===== src/rtl/risc_test_sequencer.sv =====
// Load/clear/run harness for the 16-bit RISC core: streams images into instr/data memory, runs to HLT or timeout, queues OutR results.
// Load strobes are registered (1-cycle latency, ld_ready low in CLEAR/RUN); results pop on out_valid&out_ready. Option: RISC_SEQ_TIMESTAMP_EN adds out_stamp_o.

module risc_seq_fifo #(
   parameter int W     = 16,
   parameter int DEPTH = 8
) (
   input  logic         clk_i,
   input  logic         rst_n_i,
   input  logic         flush_i,
   input  logic         push_i,
   input  logic [W-1:0] dat_i,
   input  logic         pop_i,
   output logic [W-1:0] dat_o,
   output logic         full_o,
   output logic         empty_o
);
   localparam int PW = $clog2(DEPTH);

   logic [W-1:0]  mem_q [DEPTH];
   logic [PW-1:0] rd_q;
   logic [PW-1:0] wr_q;
   logic [PW:0]   cnt_q;
   logic          do_pop;
   logic          do_push;

   assign empty_o = (cnt_q == '0);
   assign full_o  = (cnt_q == (PW+1)'(DEPTH));
   assign do_pop  = pop_i && !empty_o;
   // A full FIFO still accepts a push when the head leaves in the same cycle.
   assign do_push = push_i && (!full_o || do_pop);
   assign dat_o   = mem_q[rd_q];

   always_ff @(posedge clk_i or negedge rst_n_i) begin
      if (!rst_n_i) begin
         rd_q  <= '0;
         wr_q  <= '0;
         cnt_q <= '0;
      end else if (flush_i) begin
         rd_q  <= '0;
         wr_q  <= '0;
         cnt_q <= '0;
      end else begin
         if (do_push) wr_q <= wr_q + 1'b1;
         if (do_pop)  rd_q <= rd_q + 1'b1;
         case ({do_push, do_pop})
            2'b10:   cnt_q <= cnt_q + 1'b1;
            2'b01:   cnt_q <= cnt_q - 1'b1;
            default: cnt_q <= cnt_q;
         endcase
      end
   end

   always_ff @(posedge clk_i) begin
      if (do_push && !flush_i) mem_q[wr_q] <= dat_i;
   end
endmodule

module risc_test_sequencer #(
   parameter int DATA_W      = 16,
   parameter int ADDR_W      = 16,
   parameter int OUT_DEPTH   = 8,
   parameter int CYC_W       = 16,
   parameter int RUN_TIMEOUT = 1024,
   parameter int CLR_CYCLES  = 2
) (
   input  logic              clk_i,
   input  logic              clr_n_i,
   input  logic              ld_valid_i,
   output logic              ld_ready_o,
   input  logic              ld_target_i,
   input  logic [ADDR_W-1:0] ld_addr_i,
   input  logic [DATA_W-1:0] ld_data_i,
   input  logic              ld_last_i,
   input  logic              start_i,
   output logic              test_normal_o,
   output logic              ext_instr_we_o,
   output logic [ADDR_W-1:0] ext_instr_addr_o,
   output logic [DATA_W-1:0] ext_instr_data_o,
   output logic              ext_data_write_en_o,
   output logic [ADDR_W-1:0] ext_data_addr_o,
   output logic [DATA_W-1:0] ext_data_data_o,
   output logic              core_clr_o,
   input  logic              core_halt_i,
   input  logic              outr_strobe_i,
   input  logic [DATA_W-1:0] outr_in_i,
   output logic              out_valid_o,
   input  logic              out_ready_i,
   output logic [DATA_W-1:0] out_data_o,
`ifdef RISC_SEQ_TIMESTAMP_EN
   output logic [CYC_W-1:0]  out_stamp_o,
`endif
   output logic              busy_o,
   output logic              done_o,
   output logic              timeout_o,
   output logic              overflow_o,
   output logic [CYC_W-1:0]  run_cycles_o
);
   localparam int CW = $clog2(CLR_CYCLES + 1);
`ifdef RISC_SEQ_TIMESTAMP_EN
   localparam int FW = DATA_W + CYC_W;
`else
   localparam int FW = DATA_W;
`endif

   typedef enum logic [2:0] {S_IDLE, S_LOAD, S_ARMED, S_CLEAR, S_RUN, S_DONE} state_e;

   state_e            state_q, state_d;
   logic [CW-1:0]     clr_cnt_q, clr_cnt_d;
   logic [CYC_W-1:0]  run_cycles_q, run_cycles_d;
   logic [CYC_W-1:0]  run_inc;
   logic              done_q, done_d;
   logic              timeout_q, timeout_d;
   logic              overflow_q, overflow_d;
   logic              ext_instr_we_q, ext_data_we_q;
   logic [ADDR_W-1:0] ext_instr_addr_q, ext_data_addr_q;
   logic [DATA_W-1:0] ext_instr_data_q, ext_data_data_q;
   logic              accept, clr_entry, in_run, hit_timeout;
   logic              push_req, pop, fifo_full, fifo_empty;
   logic [FW-1:0]     fifo_in, fifo_out;

   assign accept      = ld_valid_i && ld_ready_o;
   assign in_run      = (state_q == S_RUN);
   assign run_inc     = run_cycles_q + 1'b1;
   assign hit_timeout = (run_inc == CYC_W'(RUN_TIMEOUT));
   assign clr_entry   = (state_d == S_CLEAR) && (state_q != S_CLEAR);
   assign push_req    = in_run && outr_strobe_i;
   assign pop         = out_valid_o && out_ready_i;

   always_ff @(posedge clk_i or negedge clr_n_i) begin
      if (!clr_n_i) begin
         state_q      <= S_IDLE;
         clr_cnt_q    <= '0;
         run_cycles_q <= '0;
         done_q       <= 1'b0;
         timeout_q    <= 1'b0;
         overflow_q   <= 1'b0;
      end else begin
         state_q      <= state_d;
         clr_cnt_q    <= clr_cnt_d;
         run_cycles_q <= run_cycles_d;
         done_q       <= done_d;
         timeout_q    <= timeout_d;
         overflow_q   <= overflow_d;
      end
   end

   // A load beat outranks start, so a re-load can never be raced by a run.
   always_comb begin
      state_d = state_q;
      case (state_q)
         S_IDLE, S_ARMED, S_DONE: begin
            if (accept)       state_d = ld_last_i ? S_ARMED : S_LOAD;
            else if (start_i) state_d = S_CLEAR;
         end
         S_LOAD:  if (accept) state_d = ld_last_i ? S_ARMED : S_LOAD;
         S_CLEAR: if (clr_cnt_q == CW'(CLR_CYCLES - 1)) state_d = S_RUN;
         S_RUN:   if (core_halt_i || hit_timeout) state_d = S_DONE;
         default: state_d = S_IDLE;
      endcase
   end

   always_comb begin
      ld_ready_o    = 1'b0;
      test_normal_o = 1'b1;
      core_clr_o    = 1'b0;
      busy_o        = 1'b0;
      case (state_q)
         S_IDLE, S_ARMED, S_DONE: ld_ready_o = 1'b1;
         S_LOAD: begin
            ld_ready_o = 1'b1;
            busy_o     = 1'b1;
         end
         S_CLEAR: begin
            test_normal_o = 1'b0;
            core_clr_o    = 1'b1;
            busy_o        = 1'b1;
         end
         S_RUN: begin
            test_normal_o = 1'b0;
            busy_o        = 1'b1;
         end
         default: ;
      endcase
   end

   always_comb begin
      clr_cnt_d    = (state_q == S_CLEAR) ? clr_cnt_q + 1'b1 : '0;
      run_cycles_d = run_cycles_q;
      done_d       = done_q;
      timeout_d    = timeout_q;
      overflow_d   = overflow_q;
      if (clr_entry) begin
         run_cycles_d = '0;
         done_d       = 1'b0;
         timeout_d    = 1'b0;
         overflow_d   = 1'b0;
      end else begin
         if (in_run) run_cycles_d = run_inc;
         if (in_run && (state_d == S_DONE)) done_d = 1'b1;
         if (in_run && !core_halt_i && hit_timeout) timeout_d = 1'b1;
         if (push_req && fifo_full && !pop) overflow_d = 1'b1;
      end
   end

   always_ff @(posedge clk_i or negedge clr_n_i) begin
      if (!clr_n_i) begin
         ext_instr_we_q   <= 1'b0;
         ext_data_we_q    <= 1'b0;
         ext_instr_addr_q <= '0;
         ext_instr_data_q <= '0;
         ext_data_addr_q  <= '0;
         ext_data_data_q  <= '0;
      end else begin
         ext_instr_we_q <= accept && !ld_target_i;
         ext_data_we_q  <= accept && ld_target_i;
         if (accept && !ld_target_i) begin
            ext_instr_addr_q <= ld_addr_i;
            ext_instr_data_q <= ld_data_i;
         end
         if (accept && ld_target_i) begin
            ext_data_addr_q <= ld_addr_i;
            ext_data_data_q <= ld_data_i;
         end
      end
   end

   assign ext_instr_we_o      = ext_instr_we_q;
   assign ext_instr_addr_o    = ext_instr_addr_q;
   assign ext_instr_data_o    = ext_instr_data_q;
   assign ext_data_write_en_o = ext_data_we_q;
   assign ext_data_addr_o     = ext_data_addr_q;
   assign ext_data_data_o     = ext_data_data_q;

`ifdef RISC_SEQ_TIMESTAMP_EN
   // Stamp is the cycle count before this RUN cycle's increment.
   assign fifo_in     = {run_cycles_q, outr_in_i};
   assign out_stamp_o = fifo_out[FW-1:DATA_W];
`else
   assign fifo_in     = outr_in_i;
`endif
   assign out_data_o  = fifo_out[DATA_W-1:0];
   assign out_valid_o = !fifo_empty;

   risc_seq_fifo #(.W(FW), .DEPTH(OUT_DEPTH)) u_out_fifo (
      .clk_i   (clk_i),
      .rst_n_i (clr_n_i),
      .flush_i (clr_entry),
      .push_i  (push_req),
      .dat_i   (fifo_in),
      .pop_i   (pop),
      .dat_o   (fifo_out),
      .full_o  (fifo_full),
      .empty_o (fifo_empty)
   );

   assign done_o       = done_q;
   assign timeout_o    = timeout_q;
   assign overflow_o   = overflow_q;
   assign run_cycles_o = run_cycles_q;
endmodule


===== config.mk =====
export PLATFORM = sky130hd
export DESIGN_NAME = risc_test_sequencer
export DESIGN_NICKNAME = d
export VERILOG_FILES = /design/src/rtl/risc_test_sequencer.sv
export SDC_FILE = /design/constraint.sdc
export NUM_CORES = 1
export LEC_CHECK = 0
export ABC_AREA = 1
export CAP_MARGIN = 20
export CORE_UTILIZATION = 50
export DETAILED_ROUTE_END_ITERATION = 6
export PLACE_DENSITY = 0.8
export SYNTH_ARGS = -nofsm -noshare
export SYNTH_HDL_FRONTEND = slang
export SYNTH_SLANG_ARGS = --single-unit

===== constraint.sdc =====
create_clock -name clk_i -period 4.5 [get_ports clk_i]
set_input_delay 0.9 -clock clk_i [delete_from_list [all_inputs] [get_ports clk_i]]
set_output_delay 0.9 -clock clk_i [all_outputs]
set_load 0.005 [all_outputs]

==> summary.md <==
| Metric | Value |
|---|---|
| Commonest non-fill, non-tap cells in the layout | `clkdlybuf4s50_1, nor2_1, nand2_1` |
| Worst Setup Slack, final | `874.2 ps` |
| Final hold vios | `0` |
| Synth Net Count | `948` |
| Initial DRC Count | `457` |
| Synthesized area per cell | `10.62 um2` |
| Root Driver | `clkbuf_16` |
| Sequential share of the synthesized area | `67.58%` |
| Worst Hold Launch | `clr_cnt_q[0]` |
| DRC | `4` |
| Outcome | `finished, violations left` |
| Clock sinks | `228` |
| Total chip power | `7.315 mW` |
| Post-synth EDFFs | `128` |
| Crit-path leading delay family | `buffers and inverters` |
| Synth warnings | `0` |
| Post-synthesis adder-cell area fraction | `1.013%` |
| Die ar. | `0.01933 mm2` |
| Final setup fails | `0` |
| Yosys top cell area share | `40.93%` |
| Die X-Extent | `139.0 um` |
| CP required | `3600 ps` |
| Cells after Synth | `884` |
| Worst Path Max Fanout | `49` |
| Tcrit/Tclk final | `80.57%` |
| Final min period | `3626 ps` |
| Antenna violations before repair | `1` |
| CP Cell Sequence | `inv_2 -> buf_4 -> nor2_1 -> o22ai_1 -> nor2_1 -> a31oi_1 -> clkdlybuf4s50_1` |
| Final core occ | `66.01%` |
| Multiplexer share of the synthesized area | `0%` |
| Post-CTS Setup Inserts | `0` |
| Peak supply drop | `0.0004058 V` |
| Leakage power | `4.781 nW` |
| Setup Skew | `13.80 ps` |
| Pre-CTS WS | `1413 ps` |
| Netlist cell types | `38` |
| Kind of critical path | `flop to primary output` |
| DR WL/cell | `17.12 um` |
| Post-Synth Simple-Gate Area | `14.66%` |
| #FFs+latches synth | `228` |
| DP HPWL | `14200 um` |
| Share of cells above drive strength 1 | `7.685%` |
| Final nets | `1114` |
| Global-route wire length before repair | `35330 um` |
| Top post-synthesis cells by area | `edfxtp_1, dfrtp_1, o21ai_0` |
| Worst setup EP type | `primary output` |
| Max_slew headroom | `35.34%` |
| Core Rows | `49` |
| Failing checks | `design-rule violations` |
| Grt ovf | `0` |
| Layout area overhead | `28.01%` |
| Post-Synth XOR/XNOR Area | `0.7462%` |
| Largest net degree at the start of global routing | `77` |
| CP most frequent cell | `nor2_1` |
| Detail Route Antenna Nets | `0` |
| Fmax | `275.8 MHz` |
| Number of I/O pins | `163` |
| Drt first pass iters | `7` |
| Largest area contributor in the netlist | `edfxtp_1` |
| Crit-path max cell delay | `520 ps` |
| CTS resizes | `0` |
| Initial Util | `51.57%` |
| Total number of vias | `7088` |
| Synth Area in Compound Gates | `11.10%` |
| Diode count | `0` |
| Core area | `0.01821 mm2` |
| FFs w/ async S/R, synth | `43.86%` |
| Via-to-Cell Ratio | `5.469` |
| CP max stage cell | `inv_2` |
| Hold-fix buffers, CTS | `0` |
| CTS tree | `done` |
| Final WL | `22190 um` |
| Top FF cell, synth | `edfxtp_1` |
| Synthesized area | `0.009390 mm2` |
| Max Buffers Root-to-Sink | `3` |
| Total GRT Usage | `23.14%` |
| Worst Tran Pin Value | `969.9 ps` |
| Pins Over Slew Limit | `0` |
| I/O Buffers | `162` |
| Die height | `139.0 um` |
| Crit path DAT | `2730 ps` |
| PwrDens | `608.6 mW/mm2` |
| Crit start category | `flop` |
| Reg2reg start | `state_q[0]` |
| Max Cap Viol | `0` |
| Final RePlAce weighted congestion | `0.8510` |
| Hold crit path type | `flop to flop` |
| H-Tree Depth | `1` |
| Vias in the first global route | `6928` |
| Main combinational cell family by area after synthesis | `simple AND/OR/NAND/NOR gates` |
| Critical path startpoint | `u_out_fifo.rd_q[0]` |
| Setup TNS | `0 ps` |
| Clk_lat worst skew | `510 ps` |
| Buf/Inv on CP | `3` |
| RSZ-0062 raised after global routing | `no` |
| TritonCTS Buffers | `24` |
| Commonest non-fill, non-tap cell in the layout | `clkdlybuf4s50_1` |
| Clk pin slew, worst setup/hold paths | `60 ps` |
power by group:
part / internal (mW) / switching [mW] / leakage (nW)
Sequential: 2.58 / 0.230 / 2.42
Clock: 1.09 / 0.772 / 0.364
Combinational: 1.31 / 1.33 / 1.99
state kept, by name, indices dropped and copies added, names as in the netlist, 3 cells and up:
signal,flops
run_cycles_o,16
ext_data_addr_o,16
ext_instr_addr_o,16
state_q,3
u_out_fifo.cnt_q,4
u_out_fifo.mem_q,128
u_out_fifo.wr_q,3
ext_instr_data_o,16
ext_data_data_o,16
u_out_fifo.rd_q,3
per-layer routing:
| layer | track usage, % | vias to the layer above | wire (um) |
|---|---|---|---|
| met4 | 8.713 | 2 | 699 |
| met3 | 7.390 | 55 | 2136 |
| met2 | 38.60 | 318 | 10610 |
| li1 | - | 3320 | - |
| met5 | 0 | - | 11 |
| met1 | 28.17 | 3393 | 8732 |
final timing paths:
kind                                          end  cells past startpoint  slack [ps]
max                                 out_data_o[4]                      7         870
min                                  clr_cnt_q[0]                      1         450
max reg2reg                u_out_fifo.mem_q[3][1]                      8        1720
min reg2reg                          clr_cnt_q[0]                      1         450
max in group asynchronous     ext_instr_addr_o[4]                      2        3050
min in group asynchronous     ext_data_write_en_o                      1         530
logic make-up after synthesis:
logic type               count (synthesis)
AO/OA/AOI/OAI                          194
XOR/XNOR                                 8
flip-flops                             228
buffers and inverters                  116
adder cells (fa/ha/maj)                  7
AND/OR/NAND/NOR                        331
per-stage QoR:
step	hold WS, ps	cells	area [um2]
after floorplan	408.4	884	9390
after global placement	420.1	1252	11250
after detailed placement	433.5	1252	11250
after CTS	444.6	1295	12000
after global routing	465.7	1296	12020
final	448.9	1296	12020
cell type report:
| class | count | area, um2 |
|---|---|---|
| Clock inverter | 10 | 80.08 |
| Clock buffer | 33 | 665.6 |
| Fill cell | 1320 | 6188 |
| Inverter | 78 | 292.8 |
| Timing Repair Buffer | 178 | 1752 |
| Multi-Input combinational cell | 540 | 2596 |
| Tap cell | 229 | 286.5 |
| Sequential cell | 228 | 6347 |
cell usage after synthesis (all sizes together), types with 2 or more instances:
library cell and count:
edfxtp 128, buf 12, nor3 3, o22ai 21
ha 6, o211ai 2, nand2 141, nand3 19
nand4 9, inv 77, a31oi 16, nor2 156
xor2 7, or2 2, clkbuf 26, a21oi 6
o21ai 145, dfrtp 100
Note: power is estimated with default switching activity, not from simulation.
==> RTL change 1, RTL diff (same flow settings) <==
Add a define of `RISC_SEQ_TIMESTAMP_EN`.
--- a/src/rtl/risc_test_sequencer.sv
+++ b/src/rtl/risc_test_sequencer.sv
@@ -1,4 +1,6 @@
 // Load/clear/run harness for the 16-bit RISC core: streams images into instr/data memory, runs to HLT or timeout, queues OutR results.
 // Load strobes are registered (1-cycle latency, ld_ready low in CLEAR/RUN); results pop on out_valid&out_ready. Option: RISC_SEQ_TIMESTAMP_EN adds out_stamp_o.
+
+`define RISC_SEQ_TIMESTAMP_EN
 
 module risc_seq_fifo #(
Function (old outputs only; new: out_stamp_o): kept (Yosys induction, for registers that start in step).
==> RTL change 1 against the unedited design <==
  * The flow now finishes without violations
  * Fmax decreased by 12%
  * Sequential share of layout area grew 5.1 points
  * Critical endpoint is now out_stamp_o[13]
  * Setup slack worse by 0.52 ns
  * Global-route usage is 0.79 points lower
  * Wire length grew 45%
  * Cell area up 46%
  * Synthesized area up 52%
  * Power increased by 46%
  * Sequential cell count up 128
  * Combinational power grew 37%
==> RTL change 1: results (changes against the unedited design) <==
outcome=completed; clock skew=0.0138 ns (+0.0000184 ns); IO buf count=178 (+9.9%); CTS resizes=0 (unchanged); Seq. pwr=4.21 mW (+50%); Hold Path Class=in2async; Synth top cells by count=nor2_1 (262), edfxtp_1 (256), o21ai_0 (202), nand2_1 (138), dfrtp_1 (100); syn avg cell area=11.5 sq um (+8.0%); DR iter-0 viols=869 (+90%); Final period util=92.1% (+11 points); Setup Fix Bufs, Post-CTS=0 (unchanged); Crit-path slowest cell=dfrtp_4; total wire length=32,200 um (+45%); Inserted Clock Buffers=36 (+50%); r2r worst-path depth=8 (unchanged); FFs w/ async S/R, synth=28.1% (-16 points); first-pass GRT wire length=50,600 um (+43%); clock slew at reported path FFs=0.06 ns (about the same); crit-path max cell delay=0.68 ns (+0.16 ns); Switching Fraction=31.4% (-0.50 points); Slew @ Worst Pin=0.900 ns (-0.0697 ns); net count after synthesis=1,307 (+38%); htree depth=2 (+1); leak pwr=6.58 nW (+38%); GP Congestion=0.814 (-4.3%); sequential area share after synthesis=71.5% (+3.9 points); vias in the first global route=9,748 (+41%); Clock Power=2.83 mW (+52%); Largest register FFs=256 (+100%); Post-synth EDFFs=256 (+100%); r2r endpoint=u_out_fifo.mem_q[5][10]; Fill cells=2,153 (+63%); Peak VDD IR=0.412 mV (+1.4%); Layout Nets=1,479 (+33%); layout cells sized above 1=7.72% (+0.034 points); final non-filler cell total=1,816 (+40%); First-pass DRT Iterations=5 (-2); All-Layer GR Usage=22.3% (-0.79 points); CP arrival=3.24 ns (+0.51 ns); synth top area cells=edfxtp_1 (54%), dfrtp_1 (18%), o21ai_0 (7.1%); initial antenna violation count=0 (-1); vias per cell=5.43 (-0.74%); hold_ws=0.410 ns (-0.0388 ns); Post-Place Cell Area=0.0165 sq mm (+46%); largest net degree at the start of global routing=66 (-14%); worst-path fanout max=46 (-6.1%)
## RTL change 1: worst max path at each step
stage | from | to | cells past startpoint
floorplan | outr_strobe_i | u_out_fifo.mem_q[0][0] | 4
global placement | u_out_fifo.rd_q[0] | out_stamp_o[13] | 7
CTS | u_out_fifo.rd_q[0] | out_stamp_o[13] | 7
finish | u_out_fifo.rd_q[0] | out_stamp_o[13] | 7
detailed placement | u_out_fifo.rd_q[0] | out_stamp_o[13] | 7
global route | u_out_fifo.rd_q[0] | out_stamp_o[13] | 7
## RTL change 1: cell families (layout without fill, tap and decap cells)
kind of cell | count (synthesis) | in the layout | share of synthesized area, %
AO/OA/AOI/OAI | 290 | 290 | 10.9
XOR/XNOR | 8 | 8 | 0.492
flip-flops | 356 | 356 | 71.5
buffers and inverters | 140 | 335 | 3.91
AND/OR/NAND/NOR | 442 | 442 | 12.5
adder cells (fa/ha/maj) | 7 | 7 | 0.667
## RTL change 1: layer usage
layer	vias to the layer above	GRT usage [%]	wire length [um]
li1	4647	-	-
met1	4776	27.9	12900
met2	386	38.3	16000
met3	49	6.15	2710
met4	0	6.02	549
met5	-	0	0
## RTL change 1: worst max-delay path: cells and delay by family (launching register included)
family,cells,cell delay [ns]
buffers and inverters,3,1.46
AND/OR/NAND/NOR,1,0.06
flip-flops,1,0.68
AO/OA/AOI/OAI,3,0.52
## RTL change 1: cell type report
class,instances,share of cell area (%)
Sequential cell,356,57.9
Inverter,76,1.63
Clock buffer,46,5.59
Multi-Input combinational cell,747,20.3
Tap cell,378,2.69
Clock inverter,15,0.725
Timing Repair Buffer,198,11.2
==> RTL change 2, RTL diff (same settings) <==
Without the edit above. Compare `cnt_q` against `(PW+1)'(DEPTH)` with >= in place of ==.
--- a/src/rtl/risc_test_sequencer.sv
+++ b/src/rtl/risc_test_sequencer.sv
@@ -26,5 +26,5 @@
 
    assign empty_o = (cnt_q == '0);
-   assign full_o  = (cnt_q == (PW+1)'(DEPTH));
+   assign full_o  = (cnt_q >= (PW+1)'(DEPTH));
    assign do_pop  = pop_i && !empty_o;
    // A full FIFO still accepts a push when the head leaves in the same cycle.
Formal check against the unedited RTL: no difference found for any inputs over 4 cycles, from zero or initial values; that may be too few to reach the edited logic, so the function may still have changed.
==> RTL change 2 against the unedited design <==
  * Cell area is essentially flat
  * Combinational power shrank 3%
  * Setup slack better by 0.066 ns
  * Critical endpoint is now out_data_o[2]
  * Wire length hardly changed
  * Non-clock buffer count is 1 higher
  * Synthesized area shrank 0.52%
  * Critical path depth shrank 1
  * Power down 0.21%
  * Sequential cell count is the same
  * The run still ends with design-rule violations left
  * Sequential power about the same
==> RTL change 2: results (changes against the unedited design) <==
hold_ws=0.432 ns (-0.0174 ns); Pint=5.00 mW (+0.30%); Critical Path Start=u_out_fifo.rd_q[0]; Slew @ Worst Pin=0.910 ns (-0.0597 ns); clock latency on the worst-skew pair=0.52 ns; Synth top cells by count=nor2_1 (147), nand2_1 (142), o21ai_0 (142), edfxtp_1 (128), dfrtp_1 (100); reg2reg setup slack=1.93 ns (+0.21 ns); leak pwr=4.80 nW (+0.44%); crit-path max cell delay=0.55 ns (+0.03 ns); first-pass GRT wire length=35,800 um (+1.3%); r2r endpoint=run_cycles_o[1]; largest net degree at the start of global routing=68 (-12%); Sw Pwr=2.30 mW (-1.3%); Fill cells=1,341 (+1.6%); worst setup margin=0.940 ns (+0.0662 ns); initial antenna violation count=0 (-1); pre-CTS setup slack=1.21 ns (-0.198 ns); Inserted Clock Buffers=24 (unchanged); Setup Fix Bufs, Post-CTS=0 (unchanged); via count=6,916 (-2.4%); CP arrival=2.66 ns (-0.07 ns); Peak VDD IR=0.433 mV (+6.6%); Crit-path slowest cell=dfrtp_2; outcome=finished with violations; Worst Setup EP=out_data_o[2]; Inserted Diodes=0 (unchanged); DPL Wire Length=14,500 um (+2.2%); synth top area cells=edfxtp_1 (41%), dfrtp_1 (27%), o21ai_0 (7.6%); clk root buf=clkbuf_16; Distinct cells, synth=36 (-5.3%); worst-path fanout max=33 (-33%); compound-cell area share of the yosys netlist=11.4% (+0.33 points); DRC viols=6 (+2); GP Congestion=0.874 (+2.7%); total wire length=22,200 um (about the same); Adder-Cell Fraction of Synth Area=1.02% (+0.0053 points); clock slew at reported path FFs=0.06 ns (about the same); Reg power frac=38.7% (+0.3 points); Post-synth EDFFs=128 (unchanged); clock buffer depth=3 (unchanged); All-Layer GR Usage=23.5% (+0.34 points); Syn. warnings=0 (unchanged); Hold EP=clr_cnt_q[0]; mux contribution to synthesized area=0% (unchanged); DR iter-0 viols=512 (+12%); layout cells sized above 1=7.02% (-0.66 points); r2r worst-path depth=9 (+1); post-synthesis xor/xnor area fraction=0.375% (-0.37 points); failing checks=design-rule violations; sequential area share after synthesis=67.9% (+0.35 points); clock skew=0.0117 ns (-0.00214 ns); Reg2Reg Launch Point=state_q[2]; Layout Nets=1,114 (unchanged); comb pwr=2.56 mW (-3%); vias in the first global route=7,074 (+2.1%)
[RTL change 2: cell count changes after synthesis, sizes merged, moves of 2 or more]
cell / unedited run / this run
buf: 12 / 10
nor2: 156 / 152
nand3: 19 / 17
xor2: 7 / 3
inv: 77 / 79
nand2: 141 / 145
or2: 2 / 4
clkbuf: 26 / 29
[RTL change 2: cell type report]
cell class | count | share of cell area, %
multi-input combinational | 538 | 21.2
sequential | 228 | 52.8
timing repair buffer | 179 | 14.8
clock buffer | 27 | 5.26
clock inverter | 17 | 1.12
tap | 229 | 2.38
inverter | 79 | 2.47
[RTL change 2: metal layers]
metal	up-vias	wire length, um	GRT usage, %
met1	3300	8870	29.2
met3	36	2170	7.70
met5	-	0	0
met2	257	10700	39.5
li1	3323	-	-
met4	0	464	6.43
[RTL change 2: metrics by stage]
stage	utilization, %	area (sq um)	std cells
after detailed placement	61.8	11200	1251
after CTS	66.0	12000	1295
after floorplan	-	9340	884
final	66.3	12000	1297
after global routing	66.3	12000	1297
after global placement	61.8	11200	1251
